File: src/rtl/noc_pkg.sv
// Shared NoC types for the 2-to-1 merge arbiter.
// Used by noc_arb_mux_2to1 and noc_rr_arb2.
package noc_pkg;

  localparam int DATA_W_DEF = 16;

  typedef struct packed {
    logic [DATA_W_DEF-1:0] data;
    logic                  last;
  } flit_t;

  typedef enum logic [1:0] {
    IDLE  = 2'd0,
    LOCK0 = 2'd1,
    LOCK1 = 2'd2
  } arb_state_e;

endpackage

File: src/rtl/noc_rr_arb2.sv
// Two-input round-robin arbiter with packet lock.
// state | meaning
// IDLE  | no packet in flight; grant by request, ties broken by r_ptr
// LOCK0 | input 0 owns the link until its tail is accepted
// LOCK1 | input 1 owns the link until its tail is accepted
module noc_rr_arb2
  import noc_pkg::*;
(
  input  logic       clk,
  input  logic       rst,
  input  logic [1:0] req,
  input  logic [1:0] last,
  input  logic       accept,
  output logic       grant
);

  arb_state_e r_state;
  arb_state_e w_state_nxt;
  logic       r_ptr;
  logic       w_ptr_nxt;
  logic       w_grant;

  always_ff @(posedge clk) begin
    if (rst) begin
      r_state <= IDLE;
      r_ptr   <= 1'b0;
    end else begin
      r_state <= w_state_nxt;
      r_ptr   <= w_ptr_nxt;
    end
  end

  always_comb begin
    w_grant     = r_ptr;
    w_state_nxt = r_state;
    w_ptr_nxt   = r_ptr;
    case (r_state)
      IDLE: begin
        if (req == 2'b01)      w_grant = 1'b0;
        else if (req == 2'b10) w_grant = 1'b1;
        else                   w_grant = r_ptr;
      end
      LOCK0:   w_grant = 1'b0;
      LOCK1:   w_grant = 1'b1;
      default: w_grant = r_ptr;
    endcase
    // A tail releases the link and hands priority to the other input.
    if (accept) begin
      if (last[w_grant]) begin
        w_state_nxt = IDLE;
        w_ptr_nxt   = ~w_grant;
      end else begin
        w_state_nxt = w_grant ? LOCK1 : LOCK0;
      end
    end
  end

  assign grant = w_grant;

endmodule

File: src/rtl/noc_arb_mux_2to1.sv
// NoC 2-to-1 merge: round-robin with packet lock, one registered output stage.
// Optional statistics counters enabled by defining NOC_ARB_STATS_EN.
module noc_arb_mux_2to1
  import noc_pkg::*;
#(
  parameter int DATA_W = DATA_W_DEF,
  parameter int CNT_W  = 16
) (
  input  logic              clk_i,
  input  logic              rst_i,
  input  logic              enable_i,
  input  logic [DATA_W-1:0] data_0_i,
  input  logic              valid_0_i,
  input  logic              last_0_i,
  output logic              ready_0_o,
  input  logic [DATA_W-1:0] data_1_i,
  input  logic              valid_1_i,
  input  logic              last_1_i,
  output logic              ready_1_o,
  output logic [DATA_W-1:0] data_o,
  output logic              valid_o,
  output logic              last_o,
  output logic              src_o,
  input  logic              ready_i,
  output logic [CNT_W-1:0]  flit_cnt_0_o,
  output logic [CNT_W-1:0]  flit_cnt_1_o,
  output logic [CNT_W-1:0]  stall_cnt_o
);

  logic [DATA_W-1:0] r_data;
  logic              r_valid;
  logic              r_last;
  logic              r_src;
  logic              w_slot_free;
  logic              w_grant;
  logic              w_ready_0;
  logic              w_ready_1;
  logic              w_acc_0;
  logic              w_acc_1;
  logic              w_accept;

  assign w_slot_free = !r_valid || ready_i;
  assign w_ready_0   = !rst_i && enable_i && w_slot_free && !w_grant;
  assign w_ready_1   = !rst_i && enable_i && w_slot_free &&  w_grant;
  assign w_acc_0     = w_ready_0 && valid_0_i;
  assign w_acc_1     = w_ready_1 && valid_1_i;
  assign w_accept    = w_acc_0 || w_acc_1;

  noc_rr_arb2 u_arb (
    .clk    (clk_i),
    .rst    (rst_i),
    .req    ({valid_1_i, valid_0_i}),
    .last   ({last_1_i, last_0_i}),
    .accept (w_accept),
    .grant  (w_grant)
  );

  // Load and drain may happen on the same edge, giving one flit per cycle.
  always_ff @(posedge clk_i) begin
    if (rst_i) begin
      r_data  <= '0;
      r_valid <= 1'b0;
      r_last  <= 1'b0;
      r_src   <= 1'b0;
    end else if (w_accept) begin
      r_data  <= w_grant ? data_1_i : data_0_i;
      r_last  <= w_grant ? last_1_i : last_0_i;
      r_src   <= w_grant;
      r_valid <= 1'b1;
    end else if (ready_i) begin
      r_valid <= 1'b0;
    end
  end

  assign ready_0_o = w_ready_0;
  assign ready_1_o = w_ready_1;
  assign data_o    = r_data;
  assign valid_o   = r_valid;
  assign last_o    = r_last;
  assign src_o     = r_src;

`ifdef NOC_ARB_STATS_EN
  logic [CNT_W-1:0] r_flit_cnt_0;
  logic [CNT_W-1:0] r_flit_cnt_1;
  logic [CNT_W-1:0] r_stall_cnt;

  // Saturating counters: they stop at all-ones rather than wrapping.
  always_ff @(posedge clk_i) begin
    if (rst_i) begin
      r_flit_cnt_0 <= '0;
      r_flit_cnt_1 <= '0;
      r_stall_cnt  <= '0;
    end else begin
      if (w_acc_0 && (r_flit_cnt_0 != '1)) r_flit_cnt_0 <= r_flit_cnt_0 + 1'b1;
      if (w_acc_1 && (r_flit_cnt_1 != '1)) r_flit_cnt_1 <= r_flit_cnt_1 + 1'b1;
      if (r_valid && !ready_i && (r_stall_cnt != '1)) r_stall_cnt <= r_stall_cnt + 1'b1;
    end
  end

  assign flit_cnt_0_o = r_flit_cnt_0;
  assign flit_cnt_1_o = r_flit_cnt_1;
  assign stall_cnt_o  = r_stall_cnt;
`else
  assign flit_cnt_0_o = '0;
  assign flit_cnt_1_o = '0;
  assign stall_cnt_o  = '0;
`endif

endmodule

File: config.mk
export PLATFORM = sky130hd
export DESIGN_NAME = noc_arb_mux_2to1
export DESIGN_NICKNAME = d
export VERILOG_FILES = /design/src/rtl/noc_pkg.sv /design/src/rtl/noc_rr_arb2.sv /design/src/rtl/noc_arb_mux_2to1.sv
export SDC_FILE = /design/constraint.sdc
export NUM_CORES = 1
export LEC_CHECK = 0
export BUFFER_PORTS_ARGS = -buffer_cell sky130_fd_sc_hd__buf_2
export CAP_MARGIN = 20
export CORE_ASPECT_RATIO = 2
export CORE_MARGIN = 1
export CORE_UTILIZATION = 42
export CTS_BUF_LIST = sky130_fd_sc_hd__clkbuf_2 sky130_fd_sc_hd__clkbuf_4 sky130_fd_sc_hd__clkbuf_8
export CTS_CLUSTER_DIAMETER = 30
export CTS_CLUSTER_SIZE = 14
export DETAILED_ROUTE_END_ITERATION = 12
export PLACE_DENSITY = 0.88
export REMOVE_ABC_BUFFERS = 1
export SLEW_MARGIN = 5
export SYNTH_ARGS = -nofsm -noshare
export SYNTH_HDL_FRONTEND = slang
export SYNTH_HIERARCHICAL = 1
export SYNTH_SLANG_ARGS = --single-unit
File: constraint.sdc
create_clock -name clk_i -period 3.1 [get_ports clk_i]
set_input_delay 0.62 -clock clk_i [delete_from_list [all_inputs] [get_ports clk_i]]
set_output_delay 0.62 -clock clk_i [all_outputs]
set_load 0.05 [all_outputs]
## Yosys cells after proc, flatten, opt, wreduce, memory -nomap -nowiden

Cells that the tools add are included.

| cells by class | value |
|---|---|
| bitwise logic cells | 1 |
| equal/unequal tests | 4 |
| muxes and demuxes | 10 |
| reduce and logical (&&, ||, !) cells | 14 |
| magnitude comparators | 1 |

Operators with widths:

| kind | number |
|---|---|
| 16-bit 2-to-1 mux | 1 |
| 1-bit logical AND | 6 |
| 1-bit 2-to-1 mux | 6 |
| 2-bit by 1-bit == test with 1-bit output, second input constant | 2 |
| 2-bit == test, second input constant | 2 |
| 2-bit 2-to-1 mux | 2 |
| 1-bit logical NOT | 3 |
| 1-bit case mux with 3 select lines | 1 |
| 2-bit logical NOT | 1 |
| 1-bit logical OR | 2 |
| 1-bit by 2-bit < comparator with 1-bit output, second input constant | 1 |
| 2-bit AND reduction | 1 |
| 2-bit nonzero test | 1 |
| 1-bit inverter | 1 |

| storage, ports and cells | value |
|---|---|
| input port bits | 40 |
| logic and storage cells | 36 |
| register bits | 22 |
| output and inout port bits | 69 |

## Logic depth before layout (Yosys ltp)

Gate-level depths: netlist (run 1).

| logic depth | value |
|---|---|
| depth in word-level cells | 9 |
| depth in mapped cells | 12 |
| depth with buffers taken out | 10 |

## Hierarchy

Netlist (run 1), hierarchy kept.

By module, submodules not included:

| module | times used | seq. area each (µm²) | area each (µm²) | cells an instance |
|---|---|---|---|---|
| noc_arb_mux_2to1 | 1 | 380.4 | 1,341.3 | 143 |
| noc_rr_arb2 | 1 | 60.1 | 157.7 | 21 |

## Worst setup path after synthesis (run 1)

No wires, ideal clock.

| timing path | value |
|---|---|
| kind | input -> output |
| start point | input valid_0_i |
| end point | output ready_0_o |
| stages on the path | 7 |
| required time | 2,480 ps |
| setup slack | 250 ps |
| path buffers | 2 |
| arrival time | 2,230 ps |
| path through | inv_1 maj3_2 o21ai_0 inv_1 clkbuf_2 buf_2 nor2_1 |

| on the way | value |
|---|---|
| longest elaborated chain between the ends | 6 |
| elaborated cells between the ends (all ways) | 7 |
| those cells by class | eq/ne (2); mux (3); reduce/logical (2) |

Ends and longest elaborated chain:

| what | line | text |
|---|---|---|
| start: declaration | noc_arb_mux_2to1.sv:13 | `input logic valid_0_i,` |
| 2-bit == test | noc_rr_arb2.sv:40 | `else if (req == 2'b10) w_grant = 1'b1;` |
| 1-bit 2-to-1 mux | noc_rr_arb2.sv:40 |  |
| 1-bit 2-to-1 mux * | noc_rr_arb2.sv:39 | `if (req == 2'b01) w_grant = 1'b0;` |
| 1-bit case mux with 3 select lines * | noc_rr_arb2.sv:37 | `case (r_state)` |
| via w_grant | noc_arb_mux_2to1.sv:35 | `logic w_grant;` |
| 1-bit logical NOT * | noc_arb_mux_2to1.sv:43 | `assign w_ready_0 = !rst_i && enable_i && w_slot_free && !w_grant;` |
| 1-bit logical AND * | noc_arb_mux_2to1.sv:43 |  |
| end: declaration | noc_arb_mux_2to1.sv:15 | `output logic ready_0_o,` |

Mark *: on every way through the listed nets, which the timed path passes. The rest lies on a longest branch.

## Worst setup path in the final report (run 1)

Ends and elaborated chain as after synthesis.

==> run metrics, run 1 <==
most frequent cells in the layout 60 x buf_2, 48 x conb_1, 22 x dfxtp_1, 18 x a31oi_1, 17 x mux2i_1; startpoint types primary input; dpl hpwl between 2000 and 3000 um; slew at the pin with the worst max-slew slack 547 ps; most common library cell in the layout ignoring fill and taps buf_2; Leak 0.831 nW; share of cells above drive strength 1 0.373; grt met2 use 0.330; core area 3420 um2; DRC 5; IO Pins 109; leading area contributor after synthesis dfxtp_1; GRT overflow 0; min cycle time layout between 2000 and 3000 ps; Hold Path Class reg -> reg; number of setup buffers added after CTS 0; Rows 30; Pre-antenna DRT Iters 12; Worst R2R Path Depth 9; CTS Buf Count 3; n_diodes 0; crit path capture type primary output; hold buffer count at CTS 0; endpoints failing setup 0; Post-Syn Instances about 160; Post-DP Area ~1700 um2; Vias 1264; critical path type in -> out; MaxCap Viol Count 0; Post-CTS Resized 0; Synth Area per Inst 9.14 um2; most crowded layer after global routing met2; Area Overhead vs Synth 13.3%; worst hold slack 511 ps; hold path depth 2; Initial Utilization 0.439; initial antenna violation count 0; Hold Fails Final Rpt 0; count of cell types in the netlist 30; pwr/cell area 491 nW/um2; Synth warnings 6; Final Max Tran Viols 0; number of port buffers 60; critical path's top delay family buffers and inverters; #FFs+latches synth 22; crit path DAT 2180 ps; cells along the critical path buf_2 -> inv_1 -> maj3_2 -> o21ai_0 -> inv_1 -> buf_4 -> nor2_1 -> buf_2; fin cells 268; main area contributors after synthesis dfxtp_1 29%, buf_4 25%, mux2i_1 11%; Vias/cell ~4.7; die area 3830 um2; Crit path depth 8; placed insts 265; nets@finish 262; Detail Route Antenna Nets 0; failing checks DRC; sequential area share after synthesis 0.294; Worst-path clk slew 70 ps; CTS tree built; crit path max fanout 21; Tot GR Track Use 0.165; unrepaired setup endpoints after global routing false; met1 Use GR 0.166; met3 usage 0.0167; first-pass GRT wire length 4910 um; slowest stage cell on the critical path o21ai_0; CP bufs+invs 5; Max-slew headroom 0.635; DR WL/cell 12.3 um; setup_tns 0 ps; max frequency 358 MHz; Max VDD drop a little over 0.3 mV; gpl congestion 0.681; Die Span X approximately 44 um; largest net degree at the start of global routing 25; H-tree depth 1; Mapped Area ~1500 um2; Final WS setup 304 ps; drt total wl 3290 um; number of global-route vias before repair roughly 1100; Place WS 329 ps; Final Power about 0.83 mW; Die Y around 86 um; CTS Sinks 22; worst skew pair latency 250 ps; WP data required 2480 ps; clk_skew 2.56 ps; status finished, violations left; Layout Utilization 0.497; DRT iter0 DRCs 33; post-route cell area between 1500 and 2000 um2; Worst path max stage delay 320 ps; CTS max path bufs 2; Root Driver clkbuf_8; Final period util 0.902; Yosys top cell area share 0.294
[registers in the layout, indices dropped and copies added (netlist names)]
signal,flops
valid_o,1
u_arb/r_ptr,1
data_o,16
u_arb/r_state,2
last_o,1
src_o,1
[tightest hold or removal path, cell delays in order (launching register included)]
cell and delay, ps:
dfxtp_1 320, nor2_1 100, nor4_1 50
[cells by family after synthesis]
group,count (synthesis),share of synthesized area
and+or+nand+nor,15,0.0559
muxes,18,0.124
adders and majority gates,1,0.00751
other,1,0.00250
DFF,22,0.294
AOI/OAI and AO/OA,43,0.223
buffers and inverters,64,0.294
[synth_stat cells, drive strengths merged]
library cell and count:
nor2 3, nor4 1, clkbuf 4, a211oi 17, o21ai 2, o41ai 1
and3 1, nand2b 1, nor2b 1, or4 1, nand2 4, maj3 1
a31oi 18, and4b 1, nand3 2, conb 1, a21oi 4, a32o 1
mux2i 17, inv 5, buf 55, dfxtp 22, mux2 1
[final timing paths]
check / from / to / slack, ps
max: valid_0_i / ready_0_o / 300
min: src_o / src_o / 510
max reg2reg: u_arb/r_ptr / u_arb/r_state[0] / 710
min reg2reg: src_o / src_o / 510
[cell type report]
| type | instances | area [um2] |
|---|---|---|
| fill | 341 | 1720 |
| multi-input combinational | 125 | 797 |
| sequential | 22 | 440 |
| timing repair buffer | 65 | 338 |
| tap | 48 | 60.1 |
| clock buffer | 3 | 41.3 |
| inverter | 5 | 21.3 |
[power by group]
group / switching [mW] / internal [mW] / leakage, nW / total [mW]
Combinational: 0.272 / 0.0804 / 0.629 / 0.352
Sequential: 0.00971 / 0.300 / 0.180 / 0.310
Clock: 0.0853 / 0.0864 / 0.0216 / 0.172
[metal layers]
metal	part of all wire	wire length [um]
met2	0.55	1820
met3	0.077	252
met4	0.0049	16
met5	0	0
met1	0.37	1200
Note: power is estimated with default switching activity, not from simulation.
==> run 2: changes to the inputs <==
--- a/config.mk
+++ b/config.mk
@@ -9,12 +9,12 @@
 export CAP_MARGIN = 20
 export CORE_ASPECT_RATIO = 2
 export CORE_MARGIN = 1
-export CORE_UTILIZATION = 42
+export CORE_UTILIZATION = 45
 export CTS_BUF_LIST = sky130_fd_sc_hd__clkbuf_2 sky130_fd_sc_hd__clkbuf_4 sky130_fd_sc_hd__clkbuf_8
 export CTS_CLUSTER_DIAMETER = 30
 export CTS_CLUSTER_SIZE = 14
 export DETAILED_ROUTE_END_ITERATION = 12
-export PLACE_DENSITY = 0.88
+export PLACE_DENSITY = 0.93
 export REMOVE_ABC_BUFFERS = 1
 export SLEW_MARGIN = 5
 export SYNTH_ARGS = -nofsm -noshare
==> constraint.sdc (replaced) <==
create_clock -name clk_i -period 3.3 [get_ports clk_i]
set_input_delay 0.66 -clock clk_i [delete_from_list [all_inputs] [get_ports clk_i]]
set_output_delay 0.66 -clock clk_i [all_outputs]
set_load 0.05 [all_outputs]
==> run 2 against run 1 <==
  * The flow now finishes without violations
  * Power shrank 2.7%
  * Global-route usage shrank 0.67 points
  * Via count grew 1.9%
  * Highest routed layer unchanged
==> run metrics, run 2 (synthesis results as in run 1) <==
DRC 0 (-5); CTS Sinks 22 (unchanged); n_diodes 0 (unchanged); Final Power 0.811 mW (-2.7%); crit path max fanout 21 (unchanged); first-pass GRT wire length 4520 um (-7.9%); most common library cell in the layout ignoring fill and taps buf_2; Max-slew headroom 0.649 (+0.0140); WP data required 2640 ps (+160 ps); Die Y 83.6 um (-3.3%); setup_tns 0 ps (unchanged); Worst-path clk slew 80 ps (about the same); core area 3160 um2 (-7.6%); Rows 29 (-3.3%); MaxCap Viol Count 0 (unchanged); DRT iter0 DRCs 20 (-39%); worst skew pair latency 260 ps (about the same); max frequency 344 MHz; Detail Route Antenna Nets 0 (unchanged); CTS tree built; Final period util 0.881; gpl congestion 0.774 (+14%); number of setup buffers added after CTS 0 (unchanged); Area Overhead vs Synth 12.3%; dpl hpwl 2300 um (-8.1%); Final Max Tran Viols 0 (unchanged); post-route cell area 1680 um2 (-0.88%); number of global-route vias before repair 1092 (-3.7%); max reg flops 16 (unchanged); slew at the pin with the worst max-slew slack 526 ps (-21.1 ps); IO Pins 109 (unchanged); placed insts 247 (-6.8%); Hold Fails Final Rpt 0 (unchanged); Vias 1288 (+1.9%); Leak 0.833 nW (+0.29%); number of port buffers 60 (unchanged); Post-DP Area 1630 um2 (-1.7%); status complete, no violations; nets@finish 261 (-0.38%); Worst R2R Path Depth 9 (unchanged); critical path endpoint ready_0_o; share of cells above drive strength 1 0.373 (unchanged); critical path type in -> out; R2R Setup Slk 740 ps (+30 ps); H-tree depth 1 (unchanged); min cycle time layout 2910 ps; Layout Utilization 0.533 (+0.0360); Vias/cell 5.13 (+8.8%); r2r startpoint u_arb/r_ptr; drt total wl 2990 um (-9.1%); die area 3580 um2 (-6.4%); CTS Buf Count 3 (unchanged); crit path capture type primary output; GRT overflow 0 (unchanged); hold buffer count at CTS 0 (unchanged); CP startpoint valid_0_i; Tot GR Track Use 0.159 (-0.00673); RR Endpoint u_arb/r_state[0]; endpoints failing setup 0 (unchanged); Pre-antenna DRT Iters 4 (-8); Max VDD drop 0.243 mV (-21%); Initial Utilization 0.475 (+0.0360); most frequent cells in the layout 60 x buf_2, 48 x conb_1, 22 x dfxtp_1, 18 x a31oi_1, 17 x mux2i_1; Root Driver clkbuf_8; fin cells 251 (-6.3%); pwr/cell area 482 nW/um2 (-1.9%); startpoint types primary input; crit path DAT 2250 ps (+70 ps); largest net degree at the start of global routing 25 (unchanged); DR WL/cell 11.9 um (-2.9%); unrepaired setup endpoints after global routing false; Die Span X 42.8 um (-3.2%); initial antenna violation count 0 (unchanged); Hold Path Class reg -> reg; clk_skew 3.19 ps (+0.626 ps); CTS max path bufs 2 (unchanged); Post-CTS Resized 0 (unchanged)
-- run 2: final cells by class --
class / count / area (um2)
multi-input combinational: 125 / 797
sequential: 22 / 440
clock buffer: 4 / 55.1
fill: 307 / 1470
inverter: 5 / 21.3
tap: 31 / 38.8
timing repair buffer: 64 / 330
-- run 2: metrics by stage --
step / hold WS, ps / setup slack (ps)
after floorplan: 448 / 161
after global placement: 468 / 458
after detailed placement: 474 / 327
after CTS: 491 / 424
after global routing: 515 / 355
final: 490 / 393
-- run 2: worst min path at each step --
stage,startpoint,end,slack [ps],depth (start not counted)
2_1_floorplan,u_arb/r_state[0],u_arb/r_state[0],450,2
6_report,u_arb/r_state[0],u_arb/r_state[0],490,2
3_5_place_dp,u_arb/r_state[0],u_arb/r_state[0],470,2
4_1_cts,u_arb/r_state[0],u_arb/r_state[0],490,2
5_1_grt,u_arb/r_state[0],u_arb/r_state[0],520,2
3_3_place_gp,u_arb/r_state[0],u_arb/r_state[0],470,2
-- run 2: power by group --
| group | internal, mW | switching [mW] |
|---|---|---|
| clock | 0.106 | 0.0869 |
| combinational | 0.0740 | 0.252 |
| sequential | 0.282 | 0.00990 |
-- run 2: per-layer routing --
metal	part of all wire	GRT usage	wire, um	vias to the layer above
met2	0.54	0.295	1610	85
met4	0.024	0.0710	71	0
li1	-	-	-	605
met1	0.36	0.164	1060	589
met3	0.085	0.0238	254	9
met5	0	0	0	-
-- run 2: worst max-delay path, stage by stage --
cell     delay [ps]
buf_2           100
inv_1            40
maj3_2          300
o21ai_0         340
inv_1           130
buf_4           270
nor2_1          130
buf_2           260
==> run 3: changes to the inputs <==
--- a/config.mk
+++ b/config.mk
@@ -5,6 +5,7 @@
 export SDC_FILE = /design/constraint.sdc
 export NUM_CORES = 1
 export LEC_CHECK = 0
+export ABC_AREA = 1
 export BUFFER_PORTS_ARGS = -buffer_cell sky130_fd_sc_hd__buf_2
 export CAP_MARGIN = 20
 export CORE_ASPECT_RATIO = 2
@@ -14,7 +15,8 @@
 export CTS_CLUSTER_DIAMETER = 30
 export CTS_CLUSTER_SIZE = 14
 export DETAILED_ROUTE_END_ITERATION = 12
-export PLACE_DENSITY = 0.93
+export PLACE_DENSITY = 0.9
+export RECOVER_POWER = 50
 export REMOVE_ABC_BUFFERS = 1
 export SLEW_MARGIN = 5
 export SYNTH_ARGS = -nofsm -noshare
==> run 3 against run 2 <==
  * Synthesized area grew 11%
  * Clock skew shrank 0.91 ps
  * Global-route usage grew 1.7 points
  * Highest routed layer unchanged
  * Non-clock buffer count shrank 4
==> run metrics, run 3 <==
status complete, no violations; Hold Path Class reg -> reg; most common library cell in the layout ignoring fill and taps nand2_1; Max VDD drop 0.296 mV (+22%); DR WL/cell 9.38 um (-21%); Yosys top cell area share 0.265 (-0.0286); most frequent cells in the layout 75 x nand2_1, 48 x conb_1, 41 x buf_2, 23 x inv_1; clk_skew 2.28 ps (-0.912 ps); core area 3450 um2 (+9.4%); nets@finish 349 (+34%); Root Driver clkbuf_8; leading area contributor after synthesis dfxtp_1; Tot GR Track Use 0.176 (+0.0172); first-pass GRT wire length 5240 um (+16%); commonest cells in the netlist 75 x nand2_1, 51 x buf_4, 23 x inv_1, 22 x dfxtp_1, 22 x nor2_1; Worst path max stage delay 370 ps (+30 ps); critical path's top delay family simple AND/OR/NAND/NOR gates; max reg flops 16 (unchanged); CTS Sinks 22 (unchanged); share of cells above drive strength 1 0.188 (-0.184); crit path DAT 2100 ps (-150 ps); main area contributors after synthesis dfxtp_1 27%, buf_4 23%, nand2_1 17%; Layout Utilization 0.521 (-0.0124); count of cell types in the netlist 21 (-30%); Vias/cell 4.36 (-15%); min cycle time layout 2760 ps (-151 ps); CTS max path bufs 2 (unchanged); Mapped Area 1660 um2 (+11%); MaxCap Viol Count 0 (unchanged); number of setup buffers added after CTS 0 (unchanged); number of global-route vias before repair 1295 (+19%); IO Pins 109 (unchanged); dpl hpwl 2470 um (+7.4%); H-tree depth 1 (unchanged); Die Span X 45.0 um (+5.0%); Pre-antenna DRT Iters 4 (unchanged); Synth warnings 6 (unchanged); number of enable flip-flop cells after synthesis 0 (unchanged); Leak 1.03 nW (+24%); initial antenna violation count 0 (unchanged); drt total wl 3340 um (+12%); combinational share of power 0.407 (+0.005); slowest stage cell on the critical path nand2_2; Net Sw Frac 0.454 (+0.0244); cells along the critical path buf_2 -> nor2_1 -> nor2_1 -> nand2_2 -> nand2_2 -> inv_2 -> nor2_1 -> buf_2; gpl congestion 0.784 (+1.3%); Clk network pwr share 0.239 (about the same); crit path capture type primary output; worst skew pair latency 260 ps (about the same); sequential power share 0.354 (-0.006); Synth Area per Inst 6.51 um2 (-29%); slew at the pin with the worst max-slew slack 637 ps (+111 ps); Hold Fails Final Rpt 0 (unchanged); hold buffer count at CTS 0 (unchanged); DRT iter0 DRCs 44 (+120%); Initial Utilization 0.481 (+0.00597); sequential area share after synthesis 0.265 (-0.0286); Fillers 394 (+28%); Final Max Tran Viols 0 (unchanged); largest net degree at the start of global routing 38 (+52%); CP bufs+invs 3 (-2); max frequency 363 MHz (+5.5%); Main synth FF type dfxtp_1; Worst-path clk slew 80 ps (about the same); pwr/cell area 462 nW/um2 (-4.2%); internal cell power 0.453 mW (-2.0%); Detail Route Antenna Nets 0 (unchanged); Area Overhead vs Synth 8.29%; Max-slew headroom 0.577 (-0.0721); number of port buffers 60 (unchanged); Async SR Flop Fraction 0 (unchanged); count leader, synth nand2_1; WP data required 2640 ps (about the same); startpoint types primary input; die area 3950 um2 (+10%); Vias 1553 (+21%); n_diodes 0 (unchanged); CTS tree built; DRC 0 (unchanged); Rows 30 (+3.4%); crit path max fanout 21 (unchanged); #FFs+latches synth 22 (unchanged); GRT overflow 0 (unchanged); worst hold slack 474 ps (-16.1 ps); Die Y 87.9 um (+5.1%); Post-Syn Instances 255 (+55%); Post-CTS Resized 0 (unchanged); CTS Buf Count 3 (unchanged); setup_tns 0 ps (unchanged); Final period util 0.835 (-0.0456); endpoints failing setup 0 (unchanged); unrepaired setup endpoints after global routing false; critical path type in -> out; Switch Pwr 0.377 mW (+8.1%); crit-path most repeated cell nor2_1
==> run 3: power by group through the flow <==
stage	registers [mW]	logic, mW	clock network, mW
global placement	0.299	0.338	0
global route	0.296	0.367	0.212
floorplan	0.358	0.219	0
CTS	0.293	0.343	0.199
finish	0.294	0.338	0.198
detailed placement	0.300	0.342	0
==> run 3: final timing paths <==
| path | start | end | slack, ps | depth (start not counted) |
|---|---|---|---|---|
| worst max-delay path | valid_1_i | ready_1_o | 540 | 8 |
| worst min-delay path | src_o | src_o | 470 | 2 |
| worst max register to register | u_arb/r_ptr | u_arb/r_ptr | 720 | 7 |
| worst min register to register | src_o | src_o | 470 | 2 |
==> run 3: layout make-up <==
| cell class | instances | area [um2] | share of cell area |
|---|---|---|---|
| multi-input combinational | 197 | 872 | 0.485 |
| sequential | 22 | 440 | 0.245 |
| timing repair buffer | 60 | 277 | 0.154 |
| inverter | 25 | 93.8 | 0.0522 |
| tap | 48 | 60.1 | 0.0334 |
| clock buffer | 4 | 55.1 | 0.0306 |
==> run 3: logic make-up (layout without fill, tap and decap cells) <==
family,count (synthesis),count (layout),synth area share
AO/OA/AOI/OAI,22,22,0.0723
flip-flops,22,22,0.265
buffers and inverters,83,89,0.316
other,1,48,0.00226
AND/OR/NAND/NOR,127,127,0.344
==> run 3: routing by layer <==
| metal | vias to the layer above | share of wire | track usage |
|---|---|---|---|
| li1 | 798 | - | - |
| met1 | 668 | 0.38 | 0.180 |
| met2 | 81 | 0.52 | 0.335 |
| met3 | 6 | 0.075 | 0.0186 |
| met4 | 0 | 0.018 | 0.0799 |
| met5 | - | 0 | 0 |
==> run 3: stage by stage <==
step	area [um2]	instances	total power [mW]	worst slack, ps
after global placement	1770	352	0.637	497
after floorplan	1410	244	0.577	618
after global routing	1800	356	0.875	391
final	1800	356	0.830	544
after detailed placement	1770	352	0.641	368
after CTS	1820	356	0.835	550
==> run 3: worst register-to-register path, cell delays in order, from the launching register on <==
cell and delay (ps):
dfxtp_1 360, o21ai_2 230, nand2_2 330, inv_2 400
nand4_4 500, nand2_1 360, nand4_1 180, a21oi_2 160
